--- config.mk ---
export PLATFORM = sky130hd
export DESIGN_NAME = mac_result_drain_flat
export DESIGN_NICKNAME = d
export VERILOG_FILES = /design/src/rtl/mac_result_drain_if.sv /design/src/rtl/mac_result_drain.sv /design/src/flat_wrapper.sv
export SDC_FILE = /design/constraint.sdc
export NUM_CORES = 1
export LEC_CHECK = 0
export ABC_AREA = 1
export BUFFER_PORTS_ARGS = -buffer_cell sky130_fd_sc_hd__buf_2
export CAP_MARGIN = 20
export CORE_ASPECT_RATIO = 2
export CORE_UTILIZATION = 52
export CTS_CLUSTER_SIZE = 10
export DETAILED_ROUTE_END_ITERATION = 8
export GPL_TIMING_DRIVEN = 1
export HOLD_SLACK_MARGIN = 0.06
export PLACE_DENSITY = 0.67
export SYNTH_ARGS = -nofsm -noshare
export SYNTH_HDL_FRONTEND = slang
export SYNTH_SLANG_ARGS = --single-unit
--- constraint.sdc ---
create_clock -name i_clk -period 6.9 [get_ports i_clk]
set_input_delay 0.345 -clock i_clk [delete_from_list [all_inputs] [get_ports i_clk]]
set_output_delay 0.345 -clock i_clk [all_outputs]
set_load 0.05 [all_outputs]
--- src/rtl/mac_result_drain_if.sv ---
`default_nettype none
// ============================================================================
// Module      : mac_result_drain_if
// Description : Beat input, flag control and FIFO drain handshake bundle for
//               mac_result_drain.
// Revision    : 1.0 - initial release
// ============================================================================
interface mac_result_drain_if #(
    parameter int FIFO_DEPTH = 4
) ();
    localparam int CNT_W = $clog2(FIFO_DEPTH) + 1;

    logic                    i_res_valid;
    logic                    i_res_last;
    logic signed [18:0]      i_res;
    logic [3:0]              i_shift;
    logic                    i_clr_flags;
    logic                    o_valid;
    logic                    i_ready;
    logic signed [7:0]       o_data;
    logic [CNT_W-1:0]        o_count;
    logic                    o_ovf;
    logic                    o_acc_sat;

    modport master (
        output i_res_valid, i_res_last, i_res, i_shift, i_clr_flags, i_ready,
        input  o_valid, o_data, o_count, o_ovf, o_acc_sat
    );

    modport slave (
        input  i_res_valid, i_res_last, i_res, i_shift, i_clr_flags, i_ready,
        output o_valid, o_data, o_count, o_ovf, o_acc_sat
    );
endinterface
`default_nettype wire

--- src/rtl/mac_result_drain.sv ---
`default_nettype none
// ============================================================================
// Module      : mac_result_drain
// Description : Saturating dot-product accumulator with rounding int8
//               requantisation feeding a small output FIFO.
// Revision    : 1.0 - initial release
// ============================================================================
module mac_result_drain #(
    parameter int ACC_W      = 32,
    parameter int FIFO_DEPTH = 4
) (
    input wire logic          i_clk,
    input wire logic          i_rst,
    mac_result_drain_if.slave bus
);
    localparam int c_PTR_W = $clog2(FIFO_DEPTH);
    localparam int c_CNT_W = c_PTR_W + 1;

    localparam logic signed [ACC_W:0]   c_ACC_MAX = {2'b00, {(ACC_W-1){1'b1}}};
    localparam logic signed [ACC_W:0]   c_ACC_MIN = {2'b11, {(ACC_W-1){1'b0}}};
    localparam logic signed [ACC_W:0]   c_Q_MAX   = {{(ACC_W-7){1'b0}}, 8'h7F};
    localparam logic signed [ACC_W:0]   c_Q_MIN   = {{(ACC_W-7){1'b1}}, 8'h80};
    localparam logic [c_CNT_W-1:0]      c_FULL    = c_CNT_W'(FIFO_DEPTH);
    localparam logic [c_CNT_W-1:0]      c_ONE     = c_CNT_W'(1);

    logic signed [ACC_W-1:0] r_acc;
    logic [7:0]              r_mem [FIFO_DEPTH];
    logic [c_PTR_W-1:0]      r_wr_ptr;
    logic [c_PTR_W-1:0]      r_rd_ptr;
    logic [c_CNT_W-1:0]      r_count;
    logic [7:0]              r_data;
    logic                    r_ovf;
    logic                    r_acc_sat;

    logic signed [ACC_W:0]   w_sum;
    logic                    w_clamp;
    logic signed [ACC_W:0]   w_sat;
    logic [ACC_W:0]          w_round;
    logic signed [ACC_W:0]   w_biased;
    logic signed [ACC_W:0]   w_rq;
    logic [7:0]              w_q;
    logic                    w_push_req;
    logic                    w_pop;
    logic                    w_full;
    logic                    w_push;
    logic                    w_drop;
    logic [c_PTR_W-1:0]      w_rd_next;

    // Accumulate in one extra bit so overflow is visible as a sign disagreement.
    always_comb begin
        w_sum   = {r_acc[ACC_W-1], r_acc} + {{(ACC_W-18){bus.i_res[18]}}, bus.i_res};
        w_clamp = (w_sum[ACC_W] != w_sum[ACC_W-1]);
        w_sat   = w_sum;
        if (w_clamp) begin
            w_sat = w_sum[ACC_W] ? c_ACC_MIN : c_ACC_MAX;
        end
    end

    // Round half toward +inf, arithmetic shift, then clamp into int8.
    always_comb begin
        w_round  = '0;
        if (bus.i_shift != 4'd0) begin
            w_round = (ACC_W+1)'(1) << (bus.i_shift - 4'd1);
        end
        w_biased = w_sat + w_round;
        w_rq     = w_biased >>> bus.i_shift;
        w_q      = w_rq[7:0];
        if (w_rq > c_Q_MAX) begin
            w_q = 8'h7F;
        end else if (w_rq < c_Q_MIN) begin
            w_q = 8'h80;
        end
    end

    always_comb begin
        w_push_req = bus.i_res_valid & bus.i_res_last;
        w_pop      = (r_count != '0) & bus.i_ready;
        w_full     = (r_count == c_FULL);
        w_push     = w_push_req & (~w_full | w_pop);
        w_drop     = w_push_req & w_full & ~w_pop;
        w_rd_next  = r_rd_ptr + c_PTR_W'(1);
    end

    always_ff @(posedge i_clk) begin
        if (w_push) begin
            r_mem[r_wr_ptr] <= w_q;
        end
    end

    always_ff @(posedge i_clk) begin
        if (i_rst) begin
            r_acc     <= '0;
            r_wr_ptr  <= '0;
            r_rd_ptr  <= '0;
            r_count   <= '0;
            r_data    <= '0;
            r_ovf     <= 1'b0;
            r_acc_sat <= 1'b0;
        end else begin
            if (bus.i_res_valid) begin
                r_acc <= bus.i_res_last ? '0 : w_sat[ACC_W-1:0];
            end
            if (w_push) begin
                r_wr_ptr <= r_wr_ptr + c_PTR_W'(1);
            end
            if (w_pop) begin
                r_rd_ptr <= w_rd_next;
            end
            case ({w_push, w_pop})
                2'b10:   r_count <= r_count + c_ONE;
                2'b01:   r_count <= r_count - c_ONE;
                default: r_count <= r_count;
            endcase
            // Head register keeps o_data stable (and holding) when the FIFO empties.
            if (w_pop) begin
                if (r_count > c_ONE) begin
                    r_data <= r_mem[w_rd_next];
                end else if (w_push) begin
                    r_data <= w_q;
                end
            end else if (w_push && (r_count == '0)) begin
                r_data <= w_q;
            end
            r_ovf     <= (r_ovf & ~bus.i_clr_flags) | w_drop;
            r_acc_sat <= (r_acc_sat & ~bus.i_clr_flags) | (bus.i_res_valid & w_clamp);
        end
    end

    assign bus.o_valid   = (r_count != '0);
    assign bus.o_data    = r_data;
    assign bus.o_count   = r_count;
    assign bus.o_ovf     = r_ovf;
    assign bus.o_acc_sat = r_acc_sat;
endmodule
`default_nettype wire

--- src/flat_wrapper.sv ---
// flat-port wrapper written by rule: the top's interface ports become plain ports
module mac_result_drain_flat 
#(
    parameter int ACC_W      = 32,
    parameter int FIFO_DEPTH = 4
)
  (i_clk, i_rst, bus_i_res_valid, bus_i_res_last, bus_i_res, bus_i_shift, bus_i_clr_flags, bus_i_ready, bus_o_valid, bus_o_data, bus_o_count, bus_o_ovf, bus_o_acc_sat);
  mac_result_drain_if #(.FIFO_DEPTH(FIFO_DEPTH)) bus_i ();
  input wire logic i_clk;
  input wire logic i_rst;
  input wire logic [$bits(bus_i.i_res_valid)-1:0] bus_i_res_valid;
  input wire logic [$bits(bus_i.i_res_last)-1:0] bus_i_res_last;
  input wire logic [$bits(bus_i.i_res)-1:0] bus_i_res;
  input wire logic [$bits(bus_i.i_shift)-1:0] bus_i_shift;
  input wire logic [$bits(bus_i.i_clr_flags)-1:0] bus_i_clr_flags;
  input wire logic [$bits(bus_i.i_ready)-1:0] bus_i_ready;
  output wire logic [$bits(bus_i.o_valid)-1:0] bus_o_valid;
  output wire logic [$bits(bus_i.o_data)-1:0] bus_o_data;
  output wire logic [$bits(bus_i.o_count)-1:0] bus_o_count;
  output wire logic [$bits(bus_i.o_ovf)-1:0] bus_o_ovf;
  output wire logic [$bits(bus_i.o_acc_sat)-1:0] bus_o_acc_sat;
  assign bus_i.i_res_valid = bus_i_res_valid;
  assign bus_i.i_res_last = bus_i_res_last;
  assign bus_i.i_res = bus_i_res;
  assign bus_i.i_shift = bus_i_shift;
  assign bus_i.i_clr_flags = bus_i_clr_flags;
  assign bus_i.i_ready = bus_i_ready;
  assign bus_o_valid = bus_i.o_valid;
  assign bus_o_data = bus_i.o_data;
  assign bus_o_count = bus_i.o_count;
  assign bus_o_ovf = bus_i.o_ovf;
  assign bus_o_acc_sat = bus_i.o_acc_sat;
  mac_result_drain #(.ACC_W(ACC_W), .FIFO_DEPTH(FIFO_DEPTH)) u_core (.i_clk(i_clk), .i_rst(i_rst), .bus(bus_i));
endmodule
==> qor.csv <==
metric;value;unit
Syn Inst Count;1418;
RSZ-0062 raised after global routing;no;
met1 WL;9480;µm
FP Rows;66;
Area Growth Syn to Fin;7.34;%
RR Startpoint;u_core.r_acc[0];
WP data arrival;6.24;ns
largest net degree at the start of global routing;44;
clock buffer count from CTS;9;
clock sink total;81;
1st-iter DRT viols;470;
#FFs+latches synth;81;
Syn Nets;1505;
maximum fanout along the worst path;14;
area leader, netlist;nand2_1;
Fin. Hold Viols;0;
Synth cell types;53;
Reg clk slew, reported paths;0.07;ns
pwr dens;231;nW/µm²
wire length on met3;658;µm
die height;185;µm
hold wc startpoint;bus_i_clr_flags;
gr ovfl total;0;
vias;9294;
post_cts resized;0;
crit path from;u_core.r_acc[0];
Routed WL;27400;µm
register area share after synthesis;22.2;%
slew margin rel.;36.3;%
Vias/cell;5.66;
Main synth FF type;dfxtp_1;
status;completed;
combinational power share;49.1;%
DP HPWL;22300;µm
IO buf count;42;
post-route insts no fill;1643;
Max Freq;162;MHz
drt first pass iters;6;
WP buf/inv;0;
Max rail drop VDD;146;µV
Min-Delay Path Class;in2reg;
routability cong.;0.945;
die area;17300;µm²
design area;9370;µm²
ANT cells;0;
P_sw;984;µW
GRT Total Usage;33.1;%
Critical Path RT;6.97;ns
Skew-Pair Late Insertion Delay;0.36;ns
nets;1521;
asr flop ratio synth;0;%
Post-Syn Area;8730;µm²
die width;93.6;µm
vias in the first global route;9024;
core box area;16400;µm²
initial antenna violation count;0;
Setup TNS;0;ns
Leak;0.00454;µW
Flop pwr share;26.4;%
slowest library cell on the worst path;o21ai_0;
DR WL met2;15000;µm
residual DRC count;0;
CP most frequent cell;nand2_1;
sw frac;45.4;%
share of the synthesized area in the top cell type;20.3;%
Post-CTS Hold Buffers;0;
Worst-Margin Slew;0.954;ns
Startpoint Class;flop;
TritonCTS clock tree;yes;
Max clock buf depth;2;
worst stage delay on the critical path;0.44;ns
layout cells sized above 1;9.66;%
internal power;1180;µW
first-pass GRT wire length;43600;µm
post-CTS setup repair buffer count;0;
Final min period;6.17;ns
setup ws final;0.731;ns
DP Area;9050;µm²
Post-synth EDFFs;32;
root buf cell;clkbuf_16;
uppermost layer routed;met4;
Max-Cap Viols;0;
clock share of power;24.5;%
Setup WS pre-CTS;0.566;ns
CP delay by family, top;simple AND/OR/NAND/NOR gates;
WL/cell;16.7;µm
H-tree depth;3;
Initial Utilization;53.4;%
cell count after placement;1627;
Setup Skew;0.0216;ns
fin crit share;89.4;%
commonest non-fill, non-tap cell in the layout;nand2_1;
post-route antenna net violation count;0;
Synth area leaders;nand2_1 (20%), dfxtp_1 (11%), edfxtp_1 (11%);
io pins;43;
Avg Inst Size Synth;6.16;µm²
most frequent cells in the layout;nand2_1 (472), nand3_1 (171), a21oi_1 (126);
Ys Warns;0;
endpoint kind of the worst setup timing path;flop;
Final Max Tran Viols;0;
Setup violations, final;0;
WS Path Type;reg2reg;
-- Yosys cell counts, types with 18 or more instances --
master      n
a21oi_1   126
inv_1     118
o21ai_0    50
nor2_1    114
xnor2_1    18
nand2_1   472
nand3_1   171
edfxtp_1   32
clkbuf_1   24
ha_1       56
dfxtp_1    49
-- state kept, by name (all words and copies together) (netlist names) --
name,flops
u_core.r_acc,32
u_core.r_mem,32
u_core.bus.o_data,8
u_core.bus.o_count,3
u_core.r_rd_ptr,2
u_core.r_wr_ptr,2
u_core.bus.o_acc_sat,1
u_core.bus.o_ovf,1
-- power groups by stage --
stage          Clock (µW)  Sequential (µW)  Combinational, µW
2_1_floorplan           0              617                752
3_3_place_gp            0              581               1050
3_5_place_dp            0              582               1050
4_1_cts               533              572               1060
5_1_grt               546              576               1180
6_report              531              572               1060
-- worst register-to-register path: cells and delay by family, from the launching register on --
| kind | cells | cell delay, ns |
|---|---|---|
| xor gates and xnor gates | 1 | 0.12 |
| and+or+nand+nor | 23 | 2.28 |
| DFF | 1 | 0.33 |
| AOI/OAI and AO/OA | 9 | 2.20 |
| adders and majority gates | 3 | 1.00 |
-- per-layer routing --
layer / vias up / track usage (%)
met5: - / 0
met4: 0 / 26.0
met3: 124 / 2.59
met2: 236 / 65.3
met1: 4200 / 29.8
li1: 4734 / -
-- path summary, 6_finish.rpt --
path | to | slack (ns) | cells past startpoint
setup / recovery | u_core.r_mem[3][5] | 0.73 | 36
hold / removal | u_core.bus.o_acc_sat | 0.29 | 4
setup reg to reg | u_core.r_mem[3][5] | 0.73 | 36
hold reg to reg | u_core.bus.o_data[3] | 0.46 | 2
-- through the flow --
| stage | hold WS (ns) | total power, µW | util [%] |
|---|---|---|---|
| final | 0.289 | 2170 | 57.3 |
| after global routing | 0.299 | 2310 | 57.3 |
| after CTS | 0.293 | 2160 | 57.3 |
| after detailed placement | 0.452 | 1640 | 55.3 |
| after global placement | 0.451 | 1630 | 55.3 |
| after floorplan | 0.448 | 1370 | - |
-- cell type report --
cell class / count / area, µm²
fill: 1747 / 6980
multi-input combinational: 1161 / 6090
sequential: 81 / 1940
inverter: 130 / 488
timing repair buffer: 51 / 278
tap: 204 / 255
clock buffer: 10 / 229
clock inverter: 6 / 91.3
-- kinds of logic after synthesis --
kind of cell	after synthesis	share of synthesized area, %
mux	5	0.573
xor+xnor	34	3.41
simple gates	834	42.0
flops	81	22.2
compound gates	229	15.1
buf+inv	176	8.11
other cells	1	0.0430
fa+ha+maj	58	8.49
(Power assumes the default switching activity.)
